--- src/rtl/noc_axi4_bridge_pkg.sv ---
// Shared types and widths for the NoC-AXI4 bridge response path.
package noc_axi4_bridge_pkg;

    localparam int unsigned MSG_HEADER_WIDTH = 64;
    localparam int unsigned AXI4_DATA_WIDTH  = 64;
    localparam int unsigned BURST_CNT_WIDTH  = 4;

    typedef enum logic {SRC_RD = 1'b0, SRC_WR = 1'b1} resp_src_e;

    typedef logic [BURST_CNT_WIDTH-1:0] burst_cnt_t;

endpackage

--- src/rtl/noc_axi4_bridge_rr_pick.sv ---
// Weighted round-robin grant decision between the RD and WR response sources.
module noc_axi4_bridge_rr_pick
    import noc_axi4_bridge_pkg::*;
#(
    parameter int unsigned BURST_MAX = 1
) (
    input  logic clk,
    input  logic rst_n,
    input  logic req_rd,
    input  logic req_wr,
    input  logic load_en,
    output logic gnt_rd,
    output logic gnt_wr
);

    localparam burst_cnt_t BurstMax = burst_cnt_t'(BURST_MAX);

    resp_src_e  last_src_q, last_src_d;
    resp_src_e  pick;
    resp_src_e  other_src;
    burst_cnt_t burst_cnt_q, burst_cnt_d;
    logic       any_req;

    assign any_req   = req_rd | req_wr;
    assign other_src = (last_src_q == SRC_RD) ? SRC_WR : SRC_RD;

    always_comb begin
        pick        = SRC_RD;
        last_src_d  = last_src_q;
        burst_cnt_d = burst_cnt_q;

        if (req_rd && req_wr) begin
            // On a tie, stay with the current source until its burst budget is spent.
            if (burst_cnt_q < BurstMax) begin
                pick = last_src_q;
            end else begin
                pick = other_src;
            end
        end else if (req_wr) begin
            pick = SRC_WR;
        end

        gnt_rd = load_en & any_req & (pick == SRC_RD);
        gnt_wr = load_en & any_req & (pick == SRC_WR);

        if (gnt_rd || gnt_wr) begin
            if (pick == last_src_q) begin
                if (burst_cnt_q < BurstMax) begin
                    burst_cnt_d = burst_cnt_q + 1'b1;
                end
            end else begin
                last_src_d  = pick;
                burst_cnt_d = burst_cnt_t'(1);
            end
        end
    end

    // Reset state makes the first tie go to RD.
    always_ff @(posedge clk) begin
        if (!rst_n) begin
            last_src_q  <= SRC_WR;
            burst_cnt_q <= BurstMax;
        end else begin
            last_src_q  <= last_src_d;
            burst_cnt_q <= burst_cnt_d;
        end
    end

endmodule

--- src/rtl/noc_axi4_bridge_resp_arb.sv ---
// Merges read and write responses into a one-entry registered slot feeding the serializer.
module noc_axi4_bridge_resp_arb
    import noc_axi4_bridge_pkg::*;
#(
    parameter int unsigned BURST_MAX = 1
) (
    input  logic                        clk,
    input  logic                        rst_n,
    input  logic [MSG_HEADER_WIDTH-1:0] rd_header_in,
    input  logic [AXI4_DATA_WIDTH-1:0]  rd_data_in,
    input  logic                        rd_val,
    output logic                        rd_rdy,
    input  logic [MSG_HEADER_WIDTH-1:0] wr_header_in,
    input  logic                        wr_val,
    output logic                        wr_rdy,
    output logic [MSG_HEADER_WIDTH-1:0] ser_header_out,
    output logic [AXI4_DATA_WIDTH-1:0]  ser_data_out,
    output logic                        ser_val,
    input  logic                        ser_rdy,
    output logic                        ser_src
);

    logic                        load_en;
    logic                        gnt_rd;
    logic                        gnt_wr;
    logic [MSG_HEADER_WIDTH-1:0] header_q;
    logic [AXI4_DATA_WIDTH-1:0]  data_q;
    resp_src_e                   src_q;
    logic                        val_q;

    // Gating with rst_n keeps both readies low while reset is held.
    assign load_en = rst_n & (~val_q | ser_rdy);

    noc_axi4_bridge_rr_pick #(
        .BURST_MAX (BURST_MAX)
    ) u_rr_pick (
        .clk     (clk),
        .rst_n   (rst_n),
        .req_rd  (rd_val),
        .req_wr  (wr_val),
        .load_en (load_en),
        .gnt_rd  (gnt_rd),
        .gnt_wr  (gnt_wr)
    );

    assign rd_rdy = gnt_rd;
    assign wr_rdy = gnt_wr;

    always_ff @(posedge clk) begin
        if (!rst_n) begin
            header_q <= '0;
            data_q   <= '0;
            src_q    <= SRC_RD;
            val_q    <= 1'b0;
        end else if (load_en) begin
            if (gnt_rd) begin
                header_q <= rd_header_in;
                data_q   <= rd_data_in;
                src_q    <= SRC_RD;
                val_q    <= 1'b1;
            end else if (gnt_wr) begin
                header_q <= wr_header_in;
                data_q   <= '0;
                src_q    <= SRC_WR;
                val_q    <= 1'b1;
            end else begin
                val_q    <= 1'b0;
            end
        end
    end

    assign ser_header_out = header_q;
    assign ser_data_out   = data_q;
    assign ser_val        = val_q;
    assign ser_src        = src_q;

endmodule

--- config.mk ---
export PLATFORM = sky130hd
export DESIGN_NAME = noc_axi4_bridge_resp_arb
export DESIGN_NICKNAME = d
export VERILOG_FILES = /design/src/rtl/noc_axi4_bridge_pkg.sv /design/src/rtl/noc_axi4_bridge_rr_pick.sv /design/src/rtl/noc_axi4_bridge_resp_arb.sv
export SDC_FILE = /design/constraint.sdc
export NUM_CORES = 1
export LEC_CHECK = 0
export ABC_AREA = 1
export CAP_MARGIN = 10
export CORE_AREA = 2 2 129 131
export DETAILED_ROUTE_END_ITERATION = 7
export DIE_AREA = 0 0 131 133
export HOLD_SLACK_MARGIN = 0.12
export MAX_ROUTING_LAYER = met4
export PLACE_DENSITY = 0.87
export SYNTH_ARGS = -nofsm -noshare
export SYNTH_HDL_FRONTEND = slang
export SYNTH_SLANG_ARGS = --single-unit
export TNS_END_PERCENT = 10
--- constraint.sdc ---
create_clock -name clk -period 2.07 [get_ports clk]
set_input_delay 0.414 -clock clk [delete_from_list [all_inputs] [get_ports clk]]
set_output_delay 0.414 -clock clk [all_outputs]
set_load 0.01 [all_outputs]
* Word-level counts from Yosys, hierarchy flattened
Index checks and enable logic that the tools add are counted. W data, S select, Z words.
Operators by class: add/subtract/negate cells 1, magnitude comparators 1, eq/ne operators 2, multiplexer cells 14, bitwise logic cells 9, reductions and logical operators 6
Operators with widths (number):
- $mux W64 | 4
- $mux W1 | 8
- $mux W4 | 2
- $reduce_and A2 Y1 | 3
- $add A4 B1 Y4 const B | 1
- $and A1 B1 Y1 | 4
- $lt A4 B1 Y1 const B | 1
- $not A1 Y1 | 3
- $ne A2 B2 Y1 const B | 1
- $or A1 B1 Y1 | 2
- $reduce_bool A2 Y1 | 1
- $eq A1 B1 Y1 | 1
- $logic_and A1 B1 Y1 | 1
- $logic_or A1 B1 Y1 | 1
Storage, ports and cells: bits in registers 135, word-level logic and storage cells 39

* Longest topological paths before layout
word-level depth 7, mapped depth 13, mapped depth without buffers 12

* Cells and area by module
From an unflattened synthesis, not the netlist that was laid out.
Unflattened totals: cells, all modules 948, area, all modules 5982.0 µm²
Modules (own cells, without submodules):
- noc_axi4_bridge_resp_arb | instances 1, cells each 903, area each 5650.4 µm²
- noc_axi4_bridge_rr_pick | instances 1, cells each 45, area each 331.6 µm²

* Least setup slack after synthesis
OpenSTA, ideal clock, no wires.
path type reg2out, from reg u_rr_pick.burst_cnt_q[0], to out rd_rdy, arrival 1353 ps, required time 1656 ps, slack 303 ps, stages on the path, launching flop included 11, cells stage by stage dfxtp_1 -> inv_1 -> ha_1 -> nand2_2 -> inv_1 -> nand2_1 -> nand3_4 -> nand2_4 -> inv_4 -> nor2_4 -> buf_2
Between the ends: word-level cells in the longest chain between the ends 5
RTL lines:
- start, declared | line noc_axi4_bridge_rr_pick.sv:21 | burst_cnt_t burst_cnt_q, burst_cnt_d;
- start signal, assigned | line noc_axi4_bridge_rr_pick.sv:62 | burst_cnt_q <= BurstMax;
- start signal, assigned | line noc_axi4_bridge_rr_pick.sv:65 | burst_cnt_q <= burst_cnt_d;
- $lt A4 B1 Y1 | line noc_axi4_bridge_rr_pick.sv:34 | if (burst_cnt_q < BurstMax) begin
- $mux W1 | line noc_axi4_bridge_rr_pick.sv:34
- $mux W1 | line noc_axi4_bridge_rr_pick.sv:32 | if (req_rd && req_wr) begin
- $not A1 Y1 | line noc_axi4_bridge_rr_pick.sv:43 | gnt_rd = load_en & any_req & (pick == SRC_RD);
- $and A1 B1 Y1 | line noc_axi4_bridge_rr_pick.sv:43
- end, declared | line noc_axi4_bridge_resp_arb.sv:12 | output logic rd_rdy,
No other way between the ends.

* Final worst setup path
Ends and elaborated chain as after synthesis.

==> results_dict.tcl <==
set metrics [dict create \
    status "complete, no violations" \
    rsz0062_at_grt "true" \
    initial_core_util_pct 35.1 \
    drv_cap 0 \
    route.detailed.drc 0 \
    final_nets 1349 \
    chipHeight_um 133 \
    crit_path_cell_trace "inv_2, ha_4, nand2_4, inv_2, nand2_2, nand3_4, nand2_4, inv_4, nor2_4, buf_6" \
    period_minus_slack_ps 2040 \
    power_density_nw_per_um2 783 \
    leakagePower_uw 0.00430 \
    place_congestion 0.819 \
    drt_iter0_drc 243 \
    fin_tns_setup_ps 0 \
    antenna_found_initial 0 \
    place_inst 1343 \
    post_drt_via_cell_ratio 4.63 \
    overflow 0 \
    grt_pass1_wl_um 28800 \
    antenna_cells 0 \
    holdPathEnd "ser_data_out[12]" \
    r2r-start "u_rr_pick.burst_cnt_q[0]" \
    fin_crit_sh_pct 98.8 \
    reg2reg_slack_ps 150 \
    critPathMaxStageDelay_ps 330 \
    skew_ps 9.46 \
    ys_ff_latch 135 \
    synth_cell_types 24 \
    firstDrtPassIters 4 \
    rows 47 \
    vias 6400 \
    fillers 1388 \
    clock_latency_ps 420 \
    r2r_cells 13 \
    finalSetupViolCount 0 \
    syn_inst 824 \
    crit_arrival_ps 1630 \
    cts_made_buffers 17 \
    ys_seq_area_share_pct 47.7 \
    cts_buffer_depth 2 \
    seq_area_um2 2710 \
    critical_path.slowest_cell "dfxtp_2" \
    track_usage_pct 21.6 \
    max_slew.worst_pin.slew_ps 662 \
    max_freq_mhz 489 \
    drive_gt1_share_pct 7.49 \
    min_from "ser_data_out[12]" \
    syn_area_um2 5670 \
    die_w_um 131 \
    hold_path_depth 2 \
    slew_headroom_pct 55.9 \
    yosysWarnings 0 \
    reg2reg_to "ser_data_out[15]" \
    root_buffer "clkbuf_16" \
    wl_per_cell_um 13.9 \
    io_pins 329 \
    die-area_um2 17400 \
    cts.clk_slew.worst_paths_ps 50 \
    hold_violations 0 \
    fin_cells 1381 \
    cp-start-kind "flip-flop" \
    met3_usage_pct 6.23 \
    cts_max_level 4 \
    grt_pass1_vias 6137 \
    end_kind "primary output" \
    port_buffers 328 \
    hold_class "flip-flop to flip-flop" \
    clock-sinks 135 \
    synthesis.nets 1023 \
    top_usage_layer "met2" \
    syn_to_final_growth_pct 75.1 \
    hpwl_um 13700 \
    final_util_pct 61.4 \
    multi_input_area_um2 2550 \
    coreArea_um2 16200 \
    slew_violations 0 \
    use_met1_pct 23.0 \
    timing_worst_setup_path_type "flip-flop to primary output" \
    grt_use_met2_pct 37.3 \
    critPathMaxFanout 4 \
    worstPathRequired_ps 1660 \
    grt_max_degree 86 \
    tritoncts "done" \
    ir_drop_v 0.000536 \
    avgSynthCellArea_um2 6.88 \
    routed_wl_um 19200 \
    ant_nets 0 \
]
[routing by layer]
metal | up-vias | part of all wire [%]
met5 | - | 0
met4 | 0 | 2.4
met3 | 37 | 8.8
met2 | 279 | 50
met1 | 2854 | 39
li1 | 3230 | -
[report_power, final]
| part | switching (uW) | internal [uW] | total [uW] |
|---|---|---|---|
| Clock | 1130 | 2120 | 3250 |
| Combinational | 730 | 897 | 1630 |
| Sequential | 101 | 2790 | 2890 |
[sequential cells by signal (all words and copies together), names as in the netlist]
name,count
ser_src,1
u_rr_pick.burst_cnt_q,4
ser_val,1
u_rr_pick.last_src_q,1
ser_header_out,64
ser_data_out,64
[worst max path at each step]
stage	from	endpoint	slack, ps	cells past startpoint
global route	u_rr_pick.burst_cnt_q[0]	rd_rdy	-60	10
detailed placement	ser_rdy	rd_rdy	-390	8
finish	u_rr_pick.burst_cnt_q[0]	rd_rdy	30	10
CTS	u_rr_pick.burst_cnt_q[1]	rd_rdy	3	10
floorplan	u_rr_pick.burst_cnt_q[0]	rd_rdy	300	10
global placement	ser_rdy	rd_rdy	-400	8
[stage by stage]
step	hold WS [ps]	worst slack (ps)	total power, uW	area (um2)
3_3_place_gp	438	-396	4510	9190
6_report	462	25.7	7770	9930
5_1_grt	478	-60.0	8100	9930
4_1_cts	461	2.88	7850	9910
2_1_floorplan	427	303	3600	5670
3_5_place_dp	452	-390	4540	9190
[layout by cell type (no fill, tap or decap), drive strengths merged]
cell type / n
a31oi: 1
nand2: 398
buf: 37
dfxtp: 135
clkdlybuf4s50: 325
nand3b: 9
nand3: 90
clkbuf: 17
a21oi: 77
ha: 2
clkinv: 7
nand4: 1
inv: 50
o21ai: 1
bufinv: 5
o211ai: 2
nor2: 4
[repair_timing]
| item | CTS | global route |
|---|---|---|
| gates resized for setup | 23 | 4 |
| hold buffers | 0 | 0 |
| setup buffers | 7 | 1 |
| endpoints found under the setup margin | 2 | 83 |
| pin swaps | 3 | 2 |
[layout make-up]
cell class / count / area share, %
repair buffers: 362 / 36.1
inverters: 49 / 1.90
well taps: 220 / 2.77
clock buffers: 17 / 4.28
multi-input cells: 585 / 25.6
flip-flops and latches: 135 / 27.2
clock inverters: 13 / 2.07
[worst max-delay path, delay by kind of cell (launching register included)]
family | cells | cell delay [ps]
DFF | 1 | 330
buffers and inverters | 4 | 260
adders and majority gates | 1 | 160
and+or+nand+nor | 5 | 470
[logic make-up after synthesis]
group / count (synthesis) / share of synthesized area [%]
DFF: 135 / 47.7
adders and majority gates: 2 / 0.441
and+or+nand+nor: 502 / 36.4
AOI/OAI and AO/OA: 81 / 7.33
buffers and inverters: 104 / 8.19
[cell usage after synthesis]
| master | n | area [um2] |
|---|---|---|
| a21oi_2 | 1 | 8.76 |
| nand2_1 | 396 | 1490 |
| nand2_2 | 1 | 6.26 |
| inv_4 | 1 | 6.26 |
| a31oi_1 | 1 | 6.26 |
| inv_1 | 45 | 169 |
| nor2_4 | 1 | 11.3 |
| a21oi_1 | 76 | 380 |
| nand3_4 | 1 | 17.5 |
| ha_1 | 2 | 25.0 |
| buf_6 | 6 | 67.6 |
| nand4_1 | 1 | 6.26 |
| clkbuf_1 | 30 | 113 |
| dfxtp_1 | 135 | 2700 |
| nand2_4 | 1 | 11.3 |
| buf_4 | 2 | 15.0 |
| o211ai_1 | 2 | 15.0 |
| buf_1 | 2 | 7.51 |
| nor2_1 | 3 | 11.3 |
| buf_2 | 15 | 75.1 |
| o21ai_0 | 1 | 5.00 |
| nand3_1 | 89 | 445 |
| inv_2 | 3 | 11.3 |
| nand3b_1 | 9 | 67.6 |
Power figures use the tool's default switching activity.
